**config.mk**
```make
export PLATFORM = sky130hd
export DESIGN_NAME = dp_mem_responder
export DESIGN_NICKNAME = d
export VERILOG_FILES = /design/src/rtl/dp_mem_responder.sv
export SDC_FILE = /design/constraint.sdc
export NUM_CORES = 1
export LEC_CHECK = 0
export ABC_AREA = 1
export CAP_MARGIN = 20
export CORE_UTILIZATION = 45
export CTS_BUF_LIST = sky130_fd_sc_hd__clkbuf_8
export DETAILED_ROUTE_END_ITERATION = 10
export PLACE_DENSITY = 0.92
export RECOVER_POWER = 25
export SLEW_MARGIN = 20
export SYNTH_ARGS = -nofsm -noshare
export SYNTH_HDL_FRONTEND = slang
export SYNTH_SLANG_ARGS = --single-unit
export TNS_END_PERCENT = 20
```
**constraint.sdc**
```tcl
create_clock -name CLK -period 10.79 [get_ports CLK]
set_input_delay 2.158 -clock CLK [delete_from_list [all_inputs] [get_ports CLK]]
set_output_delay 2.158 -clock CLK [all_outputs]
set_load 0.005 [all_outputs]
```
**src/rtl/dp_mem_responder.sv**
```systemverilog
// Memory-side responder: arbitrates datapath fetch and load/store requests onto
// one single-port RAM port and returns single-cycle ihit/dhit pulses.
module dp_mem_responder #(
  parameter int unsigned MAX_WAIT = 15
) (
  input  logic        CLK,
  input  logic        RST,
  input  logic        imemREN,
  input  logic [31:0] imemaddr,
  input  logic        dmemREN,
  input  logic        dmemWEN,
  input  logic [31:0] dmemaddr,
  input  logic [31:0] dmemstore,
  input  logic        halt,
  output logic        ihit,
  output logic [31:0] imemload,
  output logic        dhit,
  output logic [31:0] dmemload,
  output logic        ramREN,
  output logic        ramWEN,
  output logic [31:0] ramaddr,
  output logic [31:0] ramstore,
  input  logic [31:0] ramload,
  input  logic [1:0]  ramstate,
  output logic        mem_err
);

  localparam int unsigned CNT_W = $clog2(MAX_WAIT + 1);
  localparam logic [CNT_W-1:0] WAIT_LIM = CNT_W'(MAX_WAIT);
  localparam logic [1:0] RAM_ACCESS = 2'd2;
  localparam logic [1:0] RAM_ERROR  = 2'd3;

  typedef enum logic [2:0] {
    S_IDLE   = 3'd0,
    S_IREQ   = 3'd1,
    S_DREQ   = 3'd2,
    S_IRESP  = 3'd3,
    S_DRESP  = 3'd4,
    S_HALTED = 3'd5
  } state_e;

  state_e           state_q, state_d;
  logic [31:0]      addr_q, addr_d;
  logic [31:0]      wdata_q, wdata_d;
  logic [31:0]      iload_q, iload_d;
  logic [31:0]      dload_q, dload_d;
  logic             wr_q, wr_d;
  logic             ifirst_q, ifirst_d;
  logic             err_q, err_d;
  logic [CNT_W-1:0] cnt_q, cnt_d;
  logic             dgrant;
  logic             done;
  logic [31:0]      ld_val;

  // Wait counter never wraps past the limit, so a stuck RAM cannot alias back to zero.
  function automatic logic [CNT_W-1:0] sat_inc(input logic [CNT_W-1:0] c);
    return (c >= WAIT_LIM) ? c : c + CNT_W'(1);
  endfunction

  // Data wins the arbitration unless the instruction side is owed a turn.
  assign dgrant = (dmemREN | dmemWEN) & ~(ifirst_q & imemREN);

  always_ff @(posedge CLK or posedge RST) begin
    if (RST) begin
      state_q  <= S_IDLE;
      addr_q   <= '0;
      wdata_q  <= '0;
      iload_q  <= '0;
      dload_q  <= '0;
      wr_q     <= 1'b0;
      ifirst_q <= 1'b0;
      err_q    <= 1'b0;
      cnt_q    <= '0;
    end else begin
      state_q  <= state_d;
      addr_q   <= addr_d;
      wdata_q  <= wdata_d;
      iload_q  <= iload_d;
      dload_q  <= dload_d;
      wr_q     <= wr_d;
      ifirst_q <= ifirst_d;
      err_q    <= err_d;
      cnt_q    <= cnt_d;
    end
  end

  always_comb begin
    state_d  = state_q;
    addr_d   = addr_q;
    wdata_d  = wdata_q;
    iload_d  = iload_q;
    dload_d  = dload_q;
    wr_d     = wr_q;
    ifirst_d = ifirst_q;
    err_d    = err_q;
    cnt_d    = cnt_q;
    done     = 1'b0;
    ld_val   = '0;
    case (state_q)
      S_IDLE: begin
        if (halt) begin
          state_d = S_HALTED;
        end else if (dgrant) begin
          state_d = S_DREQ;
          addr_d  = {dmemaddr[31:2], 2'b00};
          wdata_d = dmemstore;
          wr_d    = dmemWEN;
          cnt_d   = '0;
          if (dmemaddr[1:0] != 2'b00) err_d = 1'b1;
        end else if (imemREN) begin
          state_d = S_IREQ;
          addr_d  = {imemaddr[31:2], 2'b00};
          wdata_d = '0;
          wr_d    = 1'b0;
          cnt_d   = '0;
          if (imemaddr[1:0] != 2'b00) err_d = 1'b1;
        end
      end
      S_IREQ, S_DREQ: begin
        if (ramstate == RAM_ACCESS) begin
          done   = 1'b1;
          ld_val = wr_q ? 32'h0 : ramload;
        end else if (ramstate == RAM_ERROR) begin
          done  = 1'b1;
          err_d = 1'b1;
        end else begin
          cnt_d = sat_inc(cnt_q);
          if (cnt_d >= WAIT_LIM) begin
            done  = 1'b1;
            err_d = 1'b1;
          end
        end
        if (done) begin
          if (state_q == S_IREQ) begin
            state_d = S_IRESP;
            iload_d = ld_val;
          end else begin
            state_d = S_DRESP;
            dload_d = ld_val;
          end
        end
      end
      S_IRESP: begin
        ifirst_d = 1'b0;
        state_d  = S_IDLE;
      end
      S_DRESP: begin
        ifirst_d = 1'b1;
        state_d  = S_IDLE;
      end
      S_HALTED: state_d = S_HALTED;
      default:  state_d = S_IDLE;
    endcase
  end

  always_comb begin
    ramREN = 1'b0;
    ramWEN = 1'b0;
    ihit   = 1'b0;
    dhit   = 1'b0;
    case (state_q)
      S_IREQ, S_DREQ: begin
        ramREN = ~wr_q;
        ramWEN = wr_q;
      end
      S_IRESP: ihit = 1'b1;
      S_DRESP: dhit = 1'b1;
      default: ;
    endcase
  end

  assign ramaddr  = addr_q;
  assign ramstore = wdata_q;
  assign imemload = iload_q;
  assign dmemload = dload_q;
  assign mem_err  = err_q;

endmodule

```
* Word-level counts from Yosys, hierarchy flattened *
Index checks and enable logic that the tools add are counted.

storage, ports and cells
  RAM bits = 0
  flip-flop bits (word level) = 138
  bits in read-only memories = 0
  output and inout port bits = 133
  memories kept = 0
  bits in latches = 0
  word-level logic and storage cells = 87
  input bits = 136

cells by class
  divide/modulo/power cells = 0
  shift-type cells = 0
  add/subtract/negate cells = 1
  equality and inequality tests = 16
  multiply operators = 0
  reductions and logical operators = 13
  multiplexer cells = 39
  bitwise operators = 7
  $lt $le $gt $ge = 2

operator list
  cell                                            count
  2-to-1 mux 32 bit                               6
  2-to-1 mux 4 bit                                6
  2-to-1 mux 1 bit                                18
  2-to-1 mux 3 bit                                5
  != test 3 bit (second input constant)           4
  nonzero test 2 bit                              5
  one-hot mux 3 bit (3 select lines)              1
  AND reduction 3 bit                             3
  >= comparator 4 bit (second input constant)     2
  != test 2 bit (second input constant)           4
  one-hot mux 4 bit (2 select lines)              1
  AND reduction 7 bit                             1
  == test 3 x 2 -> 1 bit (second input constant)  2
  == test 3 bit (second input constant)           2
  AND reduction 5 bit                             1
  adder 4 x 1 -> 4 bit (second input constant)    1
  == test 2 bit (second input constant)           2
  != test 4 bit (second input constant)           1
  inverter 1 bit                                  4
  one-hot mux 1 bit (2 select lines)              2
  == test 3 x 1 -> 1 bit (second input constant)  1
  logical NOT 3 bit                               1
  bitwise AND 1 bit                               2
  AND reduction 2 bit                             1
  other kinds (2)                                 2

* Longest topological paths before layout *
  depth after elaboration = 9
  depth in mapped cells = 12
  mapped depth without buffers = 12

* Worst setup path after synthesis *
Ideal clock, no wire load.

  kind = input-to-reg
  from = in dmemREN
  to = reg wdata_q[0] (netlist: ramstore[0])
  setup time = 0.130 ns
  slack = 7.599 ns
  arrival time = 3.061 ns
  cell stages on the path = 8
  required time = 10.660 ns
  path through = inv_1 > nand2_1 > nand2_1 > nand2_1 > nand3_2 > buf_4 > clkbuf_1 > o21ai_0

on the way
  word-level cells in the longest chain between the ends = 4
  elaborated cells between the ends (all ways) = 5
  classes of those cells = mux: 1; bitwise: 2; reduce/logical: 2

RTL lines
  element                        RTL line  RTL
  start: declaration             10        input logic dmemREN,
  bitwise OR 1 bit (*)           61        assign dgrant = (dmemREN | dmemWEN) & ~(ifirst_q & imemREN);
  bitwise AND 1 bit (*)          61
  nonzero test 2 bit (no line)   -
  AND reduction 3 bit (no line)  -
  end signal: assignment         77        wdata_q <= wdata_d;
  end: declaration               44        logic [31:0] wdata_q, wdata_d;

Every way passes the cells marked *; elsewhere a longest branch is shown, timed or not.
A chain may end at the register's enable or synchronous reset.

* Worst setup path in the final report *
  from = in dmemWEN
  to = reg addr_q[17] (netlist: ramaddr[17])

on the way
  word-level cells in the longest chain between the ends = 4
  elaborated cells between the ends (all ways) = 5
  classes of those cells = mux: 1; bitwise: 2; reduce/logical: 2

RTL lines
  element                        RTL line  RTL
  start: declaration             11        input logic dmemWEN,
  bitwise OR 1 bit (*)           61
  bitwise AND 1 bit (*)          61
  nonzero test 2 bit (no line)   -
  AND reduction 3 bit (no line)  -
  end signal: assignment         76        addr_q <= addr_d;
  end: declaration               43        logic [31:0] addr_q, addr_d;

Marked as above.

==> results.tsv <==
metric	value	unit
Routed WL	16800	um
DP HPWL	12000	um
fmax	0.206	GHz
synthesis-to-finish area growth	51.8	%
largest net degree at the start of global routing	88	
Worst setup SP type	primary input	
Yosys top cell area share	0.572	
area of the multi-input gates	2190	sq um
Yosys reg bits	136	
max cap viols	2	
# resized after CTS	0	
reg2reg path depth	7	
WS Path Type	primary input to flip-flop	
Hold Crit Class	flip-flop to flip-flop	
CTS buffer count	17	
Pre-antenna DRT Iters	5	
H-Tree Depth	4	
final worst slack	5930	ps
Die Ht	117	um
final setup fails	0	
FF-to-FF setup slack	7830	ps
Register Area	3400	sq um
Initial Util	0.466	
nets	1049	
clock transition at the registers of the reported paths	70	ps
PortBufs	266	
first-pass GRT wire length	24900	um
status	finished, violations left	
Worst VDD drop	0.000129	V
Worst EP arrival	5230	ps
worst slew pin tran	2180	ps
number of flops mapped to enable cells by yosys	0	
cts hold-fix bufs	0	
crit path capture type	flip-flop	
data required time at the worst endpoint	11160	ps
Antenna Cells	0	
Cell Pwr Density	258	nW/um^2
Yosys cell types	29	
Rel. slew slack	-0.463	
layout cell share with drive strength beyond 1	0.0877	
clk_lat worst skew	450	ps
Final Hold Fails	0	
DRC Markers	0	
Routed wire per std cell	15.4	um
r2r endpoint	ramaddr[17]	
initial antenna violation count	0	
number of global-route vias before repair	5170	
top_reg_cell synth	dfrtp_1	
DR iter-0 viols	328	
Root Driver	clkbuf_8	
FFs w/ async S/R, synth	1.00	
RSZ-0062 raised after global routing	false	
Cells after Synth	663	
Detail Route Antenna Nets	0	
syn_area_per_cell	8.97	sq um
Period minus WS final	4860	ps
fin crit share	0.451	
worst reg2reg path startpoint	ifirst_q	
FILL cells	949	
sequential share of the synthesized area	0.572	
WHS Path Cells	2	
failing checks	max-capacitance violations, max-slew violations	
area leader, netlist	dfrtp_1	
Leak Pwr	3.96	nW
clk buf depth	2	
mapped cell area	5950	sq um
vias per cell	4.95	
Post-CTS Setup Bufs	0	
top cells by area, synth	dfrtp_1, nand2_1, o21ai_2, a31oi_1, o21ai_0	
CTS tree	built	
Setup Slack @ Placement	4570	ps
Final Skew	7.54	ps
Hold EP	mem_err	
hold_sp	mem_err	
final setup TNS	0	ps
warning count from the yosys run	0	
Sink Count	136	
die area	13700	sq um
DIE WIDTH	117	um
Placer Congestion	0.816	
grt total ovfl	0	
IO Pins	269	
detailed-route via count	5425	
Row Count	41	
all-layer global routing usage	0.245	
Final Max Tran Viols	84	
worst-path maximum fanout	66	
Core Area	12800	sq um
==> cells by family after synthesis <==
kind of cell / after synthesis / share of synthesized area
other cells: 1 / 0.000630
flops: 136 / 0.572
fa+ha+maj: 1 / 0.00210
simple gates: 327 / 0.218
buf+inv: 63 / 0.0595
compound gates: 135 / 0.148
==> metrics by stage <==
step | utilization | power [W] | hold WS (ps) | area (sq um) | instances
after floorplan | - | 0.00129 | 457 | 5950 | 664
after global routing | 0.707 | 0.00248 | 506 | 9030 | 1096
after global placement | 0.672 | 0.00183 | 446 | 8590 | 1065
final | 0.707 | 0.00233 | 479 | 9030 | 1096
after CTS | 0.708 | 0.00235 | 482 | 9040 | 1096
after detailed placement | 0.672 | 0.00186 | 466 | 8590 | 1065
==> synthesized netlist by cell type (6+ instances only) <==
library cell / count
nand3_1: 6
o21ai_2: 42
dfrtp_1: 136
clkbuf_1: 11
buf_6: 12
o21ai_1: 22
o21ai_0: 37
nor2_1: 48
nand2_1: 257
buf_2: 12
inv_1: 22
a31oi_1: 30
==> layout make-up <==
type	instances	share of cell area
clock inverters	11	0.0198
flip-flops and latches	136	0.377
multi-input cells	465	0.243
well taps	172	0.0238
clock buffers	20	0.0305
inverters	24	0.0101
repair buffers	268	0.296
==> metal layers <==
metal / GRT usage / wire length [um]
met4: 0.127 / 507
met2: 0.435 / 8660
met5: 0 / 0
met1: 0.255 / 6230
met3: 0.0891 / 1440
==> report_power, final <==
part	switching [W]	internal (W)
Clock	0.000192	0.000289
Sequential	0.000129	0.000729
Combinational	0.000440	0.000549
Total	0.000762	0.00157
==> placed cells by master, fill, tap and decap left out, types with 2 or more instances in the layout <==
| master | count |
|---|---|
| a31oi_1 | 30 |
| bufinv_16 | 5 |
| clkbuf_8 | 20 |
| clkdlybuf4s50_1 | 265 |
| clkinv_2 | 2 |
| conb_1 | 2 |
| dfrtp_1 | 136 |
| inv_1 | 24 |
| inv_2 | 2 |
| nand2_1 | 256 |
| nand2_2 | 2 |
| nand2_4 | 3 |
| nand3_1 | 6 |
| nand4_1 | 4 |
| nor2_1 | 48 |
| nor2_2 | 2 |
| nor3_1 | 2 |
| o21ai_0 | 44 |
| o21ai_1 | 19 |
| o21ai_2 | 38 |
==> worst max path at each step <==
| stage | from | to | slack, ps | cells past startpoint |
|---|---|---|---|---|
| 6_report | dmemWEN | ramaddr[17] | 5930 | 9 |
| 5_1_grt | dmemWEN | ramaddr[14] | 5600 | 9 |
| 4_1_cts | dmemWEN | ramaddr[17] | 5030 | 9 |
| 3_5_place_dp | dmemWEN | ramaddr[17] | 4570 | 9 |
| 3_3_place_gp | dmemWEN | wr_q | 4660 | 9 |
| 2_1_floorplan | RST | cnt_q[0] | 4990 | 1 |
==> registers in the layout, indices dropped and copies added, names as in the netlist <==
name / flops
dmemload: 32
imemload: 32
ramstore: 32
ramaddr: 30
cnt_q: 4
state_q: 3
ifirst_q: 1
mem_err: 1
wr_q: 1
==> critical path, stage by stage <==
cell and delay (ps):
clkdlybuf4s50_1 490, inv_1 40, nand2_1 130, nand2_2 410, nand2_1 290, nand3_4 490, inv_2 900, nor2_1 110
a31oi_1 190
Power figures use the tool's default switching activity.
